$ cat config.mk
export PLATFORM = sky130hd
export DESIGN_NAME = cmac_accu_unit
export DESIGN_NICKNAME = d
export VERILOG_FILES = /design/src/rtl/cmac_accu_unit.sv
export SDC_FILE = /design/constraint.sdc
export NUM_CORES = 1
export LEC_CHECK = 0
export ABC_AREA = 1
export BUFFER_PORTS_ARGS = -buffer_cell sky130_fd_sc_hd__buf_2
export CAP_MARGIN = 15
export CORE_MARGIN = 4
export CORE_UTILIZATION = 61
export DETAILED_ROUTE_END_ITERATION = 6
export GPL_TIMING_DRIVEN = 0
export HOLD_SLACK_MARGIN = 0.1
export MAX_ROUTING_LAYER = met4
export PLACE_DENSITY_LB_ADDON = 0.1
export SKIP_LAST_GASP = 1
export SYNTH_ARGS = -nofsm -noshare
export SYNTH_HDL_FRONTEND = slang
export SYNTH_SLANG_ARGS = --single-unit
$ cat constraint.sdc
create_clock -name nvdla_core_clk -period 3.35 [get_ports nvdla_core_clk]
set_input_delay 0.67 -clock nvdla_core_clk [delete_from_list [all_inputs] [get_ports nvdla_core_clk]]
set_output_delay 0.67 -clock nvdla_core_clk [all_outputs]
set_load 0.1 [all_outputs]
$ cat src/rtl/cmac_accu_unit.sv
// Channel-group accumulator behind one MAC cell: sums len+1 partials per result,
// converts to OUT_W (saturate or truncate) and buffers results in a 2-entry FIFO.
module cmac_accu_unit #(
    parameter int unsigned IN_W  = 36,
    parameter int unsigned ACC_W = 48,
    parameter int unsigned OUT_W = 32,
    parameter int unsigned CNT_W = 8
) (
    input  logic             nvdla_core_clk,
    input  logic             nvdla_core_rst,
    input  logic             cfg_reg_en,
    input  logic [CNT_W-1:0] cfg_accu_len,
    input  logic [CNT_W-1:0] cfg_grp_num,
    input  logic             cfg_sat_en,
    input  logic [IN_W-1:0]  mac_out_data,
    input  logic             mac_out_pvld,
    output logic [OUT_W-1:0] accu_out_data,
    output logic             accu_out_sat,
    output logic             accu_out_pvld,
    input  logic             accu_out_prdy,
    output logic             accu_busy,
    output logic             accu_done,
    output logic             accu_ovf_err
);

    localparam int unsigned EXT_W = ACC_W - IN_W;
    localparam int unsigned HI_W  = ACC_W - OUT_W + 1;

    typedef enum logic [1:0] {
        IDLE  = 2'd0,
        RUN   = 2'd1,
        DRAIN = 2'd2
    } state_e;

    state_e             state_q, state_d;
    logic [CNT_W-1:0]   len_q, len_d;
    logic [CNT_W-1:0]   grp_q, grp_d;
    logic               sat_en_q, sat_en_d;
    logic [CNT_W-1:0]   part_cnt_q, part_cnt_d;
    logic [CNT_W-1:0]   grp_cnt_q, grp_cnt_d;
    logic [ACC_W-1:0]   acc_q, acc_d;
    logic [OUT_W-1:0]   head_data_q, head_data_d;
    logic               head_sat_q, head_sat_d;
    logic               head_vld_q, head_vld_d;
    logic [OUT_W-1:0]   tail_data_q, tail_data_d;
    logic               tail_sat_q, tail_sat_d;
    logic               tail_vld_q, tail_vld_d;
    logic               ovf_q, ovf_d;
    logic               done_q, done_d;
    logic               busy_q, busy_d;

    logic [ACC_W-1:0]   sext_c;
    logic [ACC_W-1:0]   sum_c;
    logic [HI_W-1:0]    sum_hi_c;
    logic               out_of_range_c;
    logic [OUT_W-1:0]   res_data_c;
    logic               res_sat_c;
    logic               push_c;
    logic               pop_c;

    // Accumulate path and OUT_W conversion of the running sum
    always_comb begin
        sext_c         = {{EXT_W{mac_out_data[IN_W-1]}}, mac_out_data};
        sum_c          = (part_cnt_q == '0) ? sext_c : acc_q + sext_c;
        sum_hi_c       = sum_c[ACC_W-1:OUT_W-1];
        out_of_range_c = !((&sum_hi_c) || !(|sum_hi_c));
        res_data_c     = sum_c[OUT_W-1:0];
        res_sat_c      = 1'b0;
        if (sat_en_q && out_of_range_c) begin
            res_data_c = sum_c[ACC_W-1] ? {1'b1, {(OUT_W-1){1'b0}}}
                                        : {1'b0, {(OUT_W-1){1'b1}}};
            res_sat_c  = 1'b1;
        end
    end

    assign pop_c = head_vld_q & accu_out_prdy;

    // Next-state: FSM, counters, FIFO and status flags
    always_comb begin
        state_d     = state_q;
        len_d       = len_q;
        grp_d       = grp_q;
        sat_en_d    = sat_en_q;
        part_cnt_d  = part_cnt_q;
        grp_cnt_d   = grp_cnt_q;
        acc_d       = acc_q;
        head_data_d = head_data_q;
        head_sat_d  = head_sat_q;
        head_vld_d  = head_vld_q;
        tail_data_d = tail_data_q;
        tail_sat_d  = tail_sat_q;
        tail_vld_d  = tail_vld_q;
        ovf_d       = ovf_q;
        done_d      = 1'b0;
        push_c      = 1'b0;

        case (state_q)
            IDLE: begin
                if (cfg_reg_en) begin
                    len_d      = cfg_accu_len;
                    grp_d      = cfg_grp_num;
                    sat_en_d   = cfg_sat_en;
                    part_cnt_d = '0;
                    grp_cnt_d  = '0;
                    state_d    = RUN;
                end
            end
            RUN: begin
                if (mac_out_pvld) begin
                    acc_d = sum_c;
                    if (part_cnt_q == len_q) begin
                        push_c     = 1'b1;
                        part_cnt_d = '0;
                        grp_cnt_d  = grp_cnt_q + 1'b1;
                        if (grp_cnt_q == grp_q) begin
                            state_d = DRAIN;
                        end
                    end else begin
                        part_cnt_d = part_cnt_q + 1'b1;
                    end
                end
            end
            default: ;
        endcase

        // Two-register FIFO: head feeds the output, tail holds the second entry
        case ({head_vld_q, tail_vld_q})
            2'b00: begin
                if (push_c) begin
                    head_data_d = res_data_c;
                    head_sat_d  = res_sat_c;
                    head_vld_d  = 1'b1;
                end
            end
            2'b10: begin
                if (pop_c && push_c) begin
                    head_data_d = res_data_c;
                    head_sat_d  = res_sat_c;
                end else if (pop_c) begin
                    head_vld_d = 1'b0;
                end else if (push_c) begin
                    tail_data_d = res_data_c;
                    tail_sat_d  = res_sat_c;
                    tail_vld_d  = 1'b1;
                end
            end
            2'b11: begin
                if (pop_c) begin
                    head_data_d = tail_data_q;
                    head_sat_d  = tail_sat_q;
                    if (push_c) begin
                        tail_data_d = res_data_c;
                        tail_sat_d  = res_sat_c;
                    end else begin
                        tail_vld_d = 1'b0;
                    end
                end else if (push_c) begin
                    ovf_d = 1'b1;
                end
            end
            default: ;
        endcase

        // Done fires once the FIFO is seen empty going into the next cycle
        if (state_q == DRAIN && !head_vld_d) begin
            state_d = IDLE;
            done_d  = 1'b1;
        end

        busy_d = (state_d != IDLE);
    end

    always_ff @(posedge nvdla_core_clk) begin
        if (nvdla_core_rst) begin
            state_q     <= IDLE;
            len_q       <= '0;
            grp_q       <= '0;
            sat_en_q    <= 1'b0;
            part_cnt_q  <= '0;
            grp_cnt_q   <= '0;
            acc_q       <= '0;
            head_data_q <= '0;
            head_sat_q  <= 1'b0;
            head_vld_q  <= 1'b0;
            tail_data_q <= '0;
            tail_sat_q  <= 1'b0;
            tail_vld_q  <= 1'b0;
            ovf_q       <= 1'b0;
            done_q      <= 1'b0;
            busy_q      <= 1'b0;
        end else begin
            state_q     <= state_d;
            len_q       <= len_d;
            grp_q       <= grp_d;
            sat_en_q    <= sat_en_d;
            part_cnt_q  <= part_cnt_d;
            grp_cnt_q   <= grp_cnt_d;
            acc_q       <= acc_d;
            head_data_q <= head_data_d;
            head_sat_q  <= head_sat_d;
            head_vld_q  <= head_vld_d;
            tail_data_q <= tail_data_d;
            tail_sat_q  <= tail_sat_d;
            tail_vld_q  <= tail_vld_d;
            ovf_q       <= ovf_d;
            done_q      <= done_d;
            busy_q      <= busy_d;
        end
    end

    assign accu_out_data = head_data_q;
    assign accu_out_sat  = head_sat_q;
    assign accu_out_pvld = head_vld_q;
    assign accu_busy     = busy_q;
    assign accu_done     = done_q;
    assign accu_ovf_err  = ovf_q;

endmodule

==> results of run 1 <==
## sequential cells by signal, summed over array words and instances, names as in the netlist
name	count
accu_out_sat	1
acc_q	48
tail_vld_q	1
accu_out_data	32
accu_done	1
tail_data_q	32
state_q	2
len_q	8
part_cnt_q	8
grp_cnt_q	8
accu_ovf_err	1
grp_q	8
accu_busy	1
accu_out_pvld	1
sat_en_q	1
tail_sat_q	1
## worst max-delay path, delay by kind of cell
| family | cells | cell delay (ns) |
|---|---|---|
| buf+inv | 4 | 0.41 |
| compound gates | 2 | 0.30 |
| simple gates | 16 | 1.67 |
| fa+ha+maj | 2 | 0.58 |
## cell usage after synthesis, types with 4 or more instances
master / count / area share
ha_1: 53 / 0.057
a21oi_1: 59 / 0.025
dfxtp_1: 154 / 0.27
or2_2: 10 / 0.0054
xor2_1: 21 / 0.016
nand3_2: 12 / 0.010
nand3_1: 109 / 0.047
inv_2: 16 / 0.0052
nor3_1: 18 / 0.0078
a31oi_1: 7 / 0.0038
nor2_1: 198 / 0.064
o21bai_1: 50 / 0.032
nand3b_1: 6 / 0.0039
nand2_2: 43 / 0.023
a21oi_2: 25 / 0.019
buf_1: 8 / 0.0026
nor2_4: 6 / 0.0058
o21ai_0: 107 / 0.046
buf_2: 6 / 0.0026
nand2_1: 520 / 0.17
xnor2_1: 21 / 0.016
o211ai_1: 37 / 0.024
nor4_1: 7 / 0.0038
clkbuf_1: 49 / 0.016
inv_1: 290 / 0.094
nor2_2: 18 / 0.0097
nor3b_1: 4 / 0.0026
nand4_1: 12 / 0.0065
## kinds of logic after synthesis
| logic type | after synthesis | share of synthesized area |
|---|---|---|
| DFF | 154 | 0.266 |
| and+or+nand+nor | 970 | 0.364 |
| xor gates and xnor gates | 42 | 0.0317 |
| buffers and inverters | 376 | 0.126 |
| adders and majority gates | 54 | 0.0589 |
| AOI/OAI and AO/OA | 290 | 0.153 |
## timing repair
action                                  4_1_cts  5_1_grt
gates cloned                                  0        1
resized for setup                            15       96
hold buffers                                  0        0
pin swaps                                     1       12
setup buffers                                 1        8
endpoints found under the setup margin       66       67
## power by group through the flow
stage	Sequential, mW	Clock, mW	Combinational (mW)
6_report	1.97	1.89	1.68
5_1_grt	1.98	1.97	1.84
4_1_cts	1.96	1.90	1.56
3_5_place_dp	2.01	0	1.53
3_3_place_gp	2.00	0	1.51
2_1_floorplan	2.13	0	1.01
## metal layers
metal | vias to the layer above | wire length [um] | track usage
li1 | 6189 | - | -
met1 | 5573 | 15200 | 0.412
met2 | 470 | 16400 | 0.534
met3 | 106 | 2370 | 0.0461
met4 | 0 | 1520 | 0.142
met5 | - | 0 | -
## how the worst min path moves through the flow
| stage | from | to | slack, ns | depth (start not counted) |
|---|---|---|---|---|
| finish | accu_out_data[24] | accu_out_data[24] | 0.46 | 2 |
| global route | accu_out_data[1] | accu_out_data[1] | 0.47 | 2 |
| CTS | accu_out_data[2] | accu_out_data[2] | 0.46 | 2 |
| detailed placement | accu_out_data[2] | accu_out_data[2] | 0.45 | 2 |
| global placement | accu_out_data[2] | accu_out_data[2] | 0.45 | 2 |
| floorplan | part_cnt_q[7] | part_cnt_q[7] | 0.46 | 1 |
## area by class of cell
class,instances,area (um^2),share of cell area
clock buffers,18,429,0.0318
plain buffers,68,322,0.0238
flip-flops and latches,154,3080,0.229
inverters,308,1160,0.0857
repair buffers,103,564,0.0418
well taps,234,293,0.0217
clock inverters,14,133,0.00983
multi-input cells,1356,7500,0.557
## metrics by stage
stage                     total power [mW]  utilization
after global routing                  5.79        0.721
after global placement                3.52        0.661
after CTS                             5.42        0.694
after floorplan                       3.15            -
final                                 5.54        0.721
after detailed placement              3.54        0.661
==> run_results.csv, run 1 <==
group,metric,value,unit
synthesis,syn_area,11600,um^2
pwr,pwr-share-comb,0.303,
die,io_pins,95,
setup_path,endpoint,"accu_out_data[20]",
setup_path,worstSetupEndpointType,"flip-flop",
setup_path,r2r_slack,0.10,ns
timing,worstMarginPinSlew,0.660,ns
pwr,pwr-share-seq,0.356,
final_layout,final_area,13500,um^2
clock_tree,root_buffer,"clkbuf_16",
placed_design,place_area,12400,um^2
pwr,power_density,411,nW/um^2
routing,drtIter0Drc,1099,
hold_path,hold_class,"flip-flop to flip-flop",
clock_tree,cts_buffers,17,
routing,detail-route-antenna-nets,0,
routing,route.detailed.wl_per_inst,15.7,um
synthesis,synth-main-ff-cell,"dfxtp_1",
timing,fin_crit,3.28,ns
final_layout,nets,2120,
synthesis,ys_seq_area_frac,0.266,
timing,max_freq,305,MHz
synthesis,synth_cells,1886,
routing,drt-total-wl,35.5,mm
timing,fin_skew,0.0141,ns
routing,vias,12300,
grt,grt_overflow_total,0,
setup_path,crit_type,"input port to flip-flop",
final_layout,layout_common_cells,"nand2_1 (504), inv_1 (290), nor2_1 (185), dfxtp_1 (153), o21ai_0 (106)",
setup_path,crit_path_max_fanout,10,
pwr,p_int,3.44,mW
synthesis,yosys_warnings,0,
clock_tree,cts_sinks,154,
setup_path,timing.rr.start,"acc_q[0]",
timing,setup-violations-final,0,
timing,rsz0062_at_grt,"yes",
setup_path,cp-start-kind,"input port",
grt,grt_usage,0.330,
timing,max_slew_margin,0.555,
grt,grt_pass1_wl,55.9,mm
routing,route.detailed.drc,0,
pwr,peakVddDrop,0.000367,V
pwr,power.clock.fraction,0.341,
synthesis,syn-num-nets,1998,
final_layout,final_common_cell,"nand2_1",
final_layout,finalNonFillerCells,2255,
routing,vias_per_cell,5.47,
timing,finalMaxSlewViolations,0,
synthesis,synth_area_per_cell,6.15,um^2
die,start_util,0.620,
setup_path,critPathLaunch,"mac_out_data[0]",
final_layout,syn2layout_area_growth,16.3,%
final_layout,drive_gt1_frac,0.177,
placed_design,dp_cells,2213,
placed_design,dp_slack,-0.732,ns
setup_path,cpMostUsedCell,"nand2_1",
placed_design,place_hpwl,27.6,mm
clock_tree,cts-htree-levels,4,
pwr,switching_share,0.379,
synthesis,async_flop_share,0,
setup_path,crit_chain,"buf_2 > ha_4 > inv_1 > fa_2 > o21ai_2 > nand3_1 > nand2_2 > nand2_1 > nand3_2 > nand2_2 > nand2_1 > nand2_1 > nand3_2 > inv_2 > nor2_2 > nand2_1 > nor2_4 > nand3_4 > nand3_4 > buf_8 > nand2_2 > nand3_1 > nand2_1 > a21oi_2",
placed_design,port_buffers,93,
setup_path,cp_slowest_stage_delay,0.43,ns
die,core_region_area,18700,um^2
clock_tree,clk_pin_slew,0.07,ns
die,fp.dieW,146,um
timing,whs,0.462,ns
pwr,leakagePower,7.06,nW
timing,setup_tns,0,ns
timing,finalHoldViolations,0,
final_layout,fillCellCount,1635,
grt,antenna_found_initial,0,
final_layout,diodes,0,
status,status,"finished clean",
setup_path,worstPathRequired,3.71,ns
routing,dr.pass1.iters,6,
clock_tree,cts_tree,"built",
synthesis,synth-edff-count,0,
synthesis,ys_ff_latch,154,
grt,grt_max_degree,17,
die,die_area,21300,um^2
setup_path,r2r-end,"accu_out_data[20]",
placed_design,globalplace.congestion,1.01,
pwr,switching_power,2.10,mW
setup_path,critPathSlowestCell,"fa_2",
timing,finalCritPeriodShare,0.979,
synthesis,synth_cell_type_count,40,
die,rows,50,
timing,setup_slack,0.0688,ns
setup_path,cp.arrival,3.64,ns
die,fp.dieH,146,um
grt,grt_pass1_vias,11300,
clock_tree,clock_path_buffers,2,
job,drv_cap,0,
clock_tree,clk_latency,0.44,ns
setup_path,worstRegToRegCells,23,
No activity file was read; power rests on OpenSTA's default activity.
==> run 2: changes to the inputs <==
--- a/config.mk
+++ b/config.mk
@@ -10,11 +10,13 @@
 export CAP_MARGIN = 15
 export CORE_MARGIN = 4
 export CORE_UTILIZATION = 61
+export CTS_CLUSTER_SIZE = 20
 export DETAILED_ROUTE_END_ITERATION = 6
 export GPL_TIMING_DRIVEN = 0
 export HOLD_SLACK_MARGIN = 0.1
 export MAX_ROUTING_LAYER = met4
 export PLACE_DENSITY_LB_ADDON = 0.1
+export REMOVE_ABC_BUFFERS = 1
 export SKIP_LAST_GASP = 1
 export SYNTH_ARGS = -nofsm -noshare
 export SYNTH_HDL_FRONTEND = slang
==> run_results.csv, run 2 (same netlist as run 1, synthesis figures left out) <==
group,metric,value,unit
timing,setup_slack,0.0151,ns
grt,grt_pass1_wl,56.1,mm
clock_tree,postCtsHoldBufs,0,
grt,grt_max_degree,57,
setup_path,timing.rr.start,"acc_q[0]",
clock_tree,cts_buffers,17,
placed_design,dp_slack,-0.905,ns
routing,route.detailed.drc,0,
timing,setup-violations-final,0,
timing,worstMarginPinSlew,1.24,ns
hold_path,worstHoldEndpoint,"accu_out_data[2]",
final_layout,top_register,"acc_q",
timing,whs,0.459,ns
die,io_pins,95,
final_layout,largest_register_ffs,48,
die,fp.dieW,146,um
setup_path,r2r_slack,0.02,ns
clock_tree,cts_tree,"built",
clock_tree,clock_path_buffers,2,
hold_path,whs_path_depth,2,
final_layout,diodes,0,
grt,grt_pass1_vias,11000,
clock_tree,clk_latency,0.43,ns
timing,fin_crit,3.33,ns
status,status,"finished clean",
hold_path,hp-start,"accu_out_data[2]",
final_layout,nets,2081,
routing,dr.pass1.iters,5,
timing,fin_skew,0.0116,ns
placed_design,port_buffers,94,
setup_path,worstPathRequired,3.71,ns
pwr,leakagePower,7.24,nW
routing,vias,12400,
grt,grt_overflow_total,0,
setup_path,critPathSlowestCell,"fa_2",
timing,max_freq,300,MHz
final_layout,final_common_cell,"nand2_1",
grt,grt_usage,0.332,
timing,finalMaxSlewViolations,0,
setup_path,worstSetupEndpointType,"flip-flop",
setup_path,worstRegToRegCells,26,
pwr,power_density,415,nW/um^2
routing,vias_per_cell,5.60,
setup_path,cp_slowest_stage_delay,0.44,ns
timing,finalCritPeriodShare,0.995,
timing,max_slew_margin,0.174,
timing,finalHoldViolations,0,
final_layout,drive_gt1_frac,0.220,
routing,route.detailed.wl_per_inst,16.9,um
clock_tree,cts_sinks,154,
die,core_region_area,18700,um^2
final_layout,final_area,14100,um^2
setup_path,r2r-end,"accu_out_data[28]",
routing,drt-total-wl,37.4,mm
setup_path,crit_type,"flip-flop to flip-flop",
hold_path,hold_class,"flip-flop to flip-flop",
grt,antenna_found_initial,0,
clock_tree,root_buffer,"clkbuf_16",
job,drv_cap,0,
clock_tree,cts-htree-levels,4,
placed_design,place_hpwl,24.9,mm
routing,detail-route-antenna-nets,0,
setup_path,cpMostUsedCell,"nand2_2",
setup_path,cp.arrival,3.69,ns
routing,drtIter0Drc,899,
placed_design,place_area,12200,um^2
pwr,power,5.85,mW
setup_path,cp-start-kind,"flip-flop",
die,rows,50,
final_layout,syn2layout_area_growth,21.4,%
die,start_util,0.620,
timing,rsz0062_at_grt,"yes",
pwr,peakVddDrop,0.000293,V
final_layout,seq_area,3080,um^2
placed_design,globalplace.congestion,0.974,
die,fp.dieH,146,um
clock_tree,clk_pin_slew,0.07,ns
final_layout,multi_input_area,7980,um^2
final_layout,layout_common_cells,"nand2_1 (483), inv_1 (285), nor2_1 (182), dfxtp_1 (153), o21ai_0 (106)",
die,die_area,21300,um^2
final_layout,fillCellCount,1525,
setup_path,crit_path_max_fanout,7,
==> run 2: worst max-delay path: cells and delay by family, from the launching register on <==
kind	cells	cell delay [ns]
buffers and inverters	4	0.45
AOI/OAI and AO/OA	1	0.10
adders and majority gates	2	0.59
DFF	1	0.36
and+or+nand+nor	19	1.73
==> run 2: worst max path at each step <==
stage                                 from                 to  slack (ns)  cells after the start
after floorplan              part_cnt_q[0]  accu_out_data[10]       -0.92                     15
after global placement        mac_out_pvld   accu_out_data[7]       -3.19                     11
after detailed placement      mac_out_pvld   accu_out_data[7]       -0.90                     13
after CTS                  mac_out_data[8]  accu_out_data[24]        0.02                     22
after global routing      mac_out_data[10]  accu_out_data[30]       -0.10                     25
final                             acc_q[0]  accu_out_data[28]        0.02                     26
==> run 2: what timing repair did <==
| action | in CTS | in global routing |
|---|---|---|
| pin swaps | 4 | 36 |
| cloned | 3 | 3 |
| setup endpoints to repair | 82 | 66 |
| resized for setup | 25 | 166 |
| setup buffers | 9 | 16 |
==> run 2: power breakdown <==
| group | switching, mW | internal, mW |
|---|---|---|
| registers | 0.0666 | 1.91 |
| logic | 1.20 | 0.620 |
| clock network | 0.921 | 1.13 |
| total | 2.18 | 3.66 |
==> run 2: routing by layer <==
layer / vias up / part of all wire / global-route usage
met3: 55 / 0.081 / 0.0501
li1: 6089 / - / -
met4: 0 / 0.022 / 0.0646
met1: 5715 / 0.44 / 0.459
met2: 550 / 0.46 / 0.519
met5: - / 0 / -
==> run 2: final cells by class <==
| type | instances | area share |
|---|---|---|
| flip-flops and latches | 154 | 0.219 |
| repair buffers | 129 | 0.0680 |
| inverters | 308 | 0.0827 |
| clock buffers | 17 | 0.0302 |
| multi-input cells | 1359 | 0.567 |
| well taps | 234 | 0.0208 |
| clock inverters | 14 | 0.0126 |
==> run 2: metrics by stage <==
step | setup TNS [ns] | util | instances
2_1_floorplan | -60.65 | - | 1818
3_3_place_gp | -281.76 | 0.645 | 2146
3_5_place_dp | -54.67 | 0.654 | 2153
4_1_cts | 0 | 0.700 | 2196
5_1_grt | -2.13 | 0.753 | 2215
6_report | 0 | 0.753 | 2215
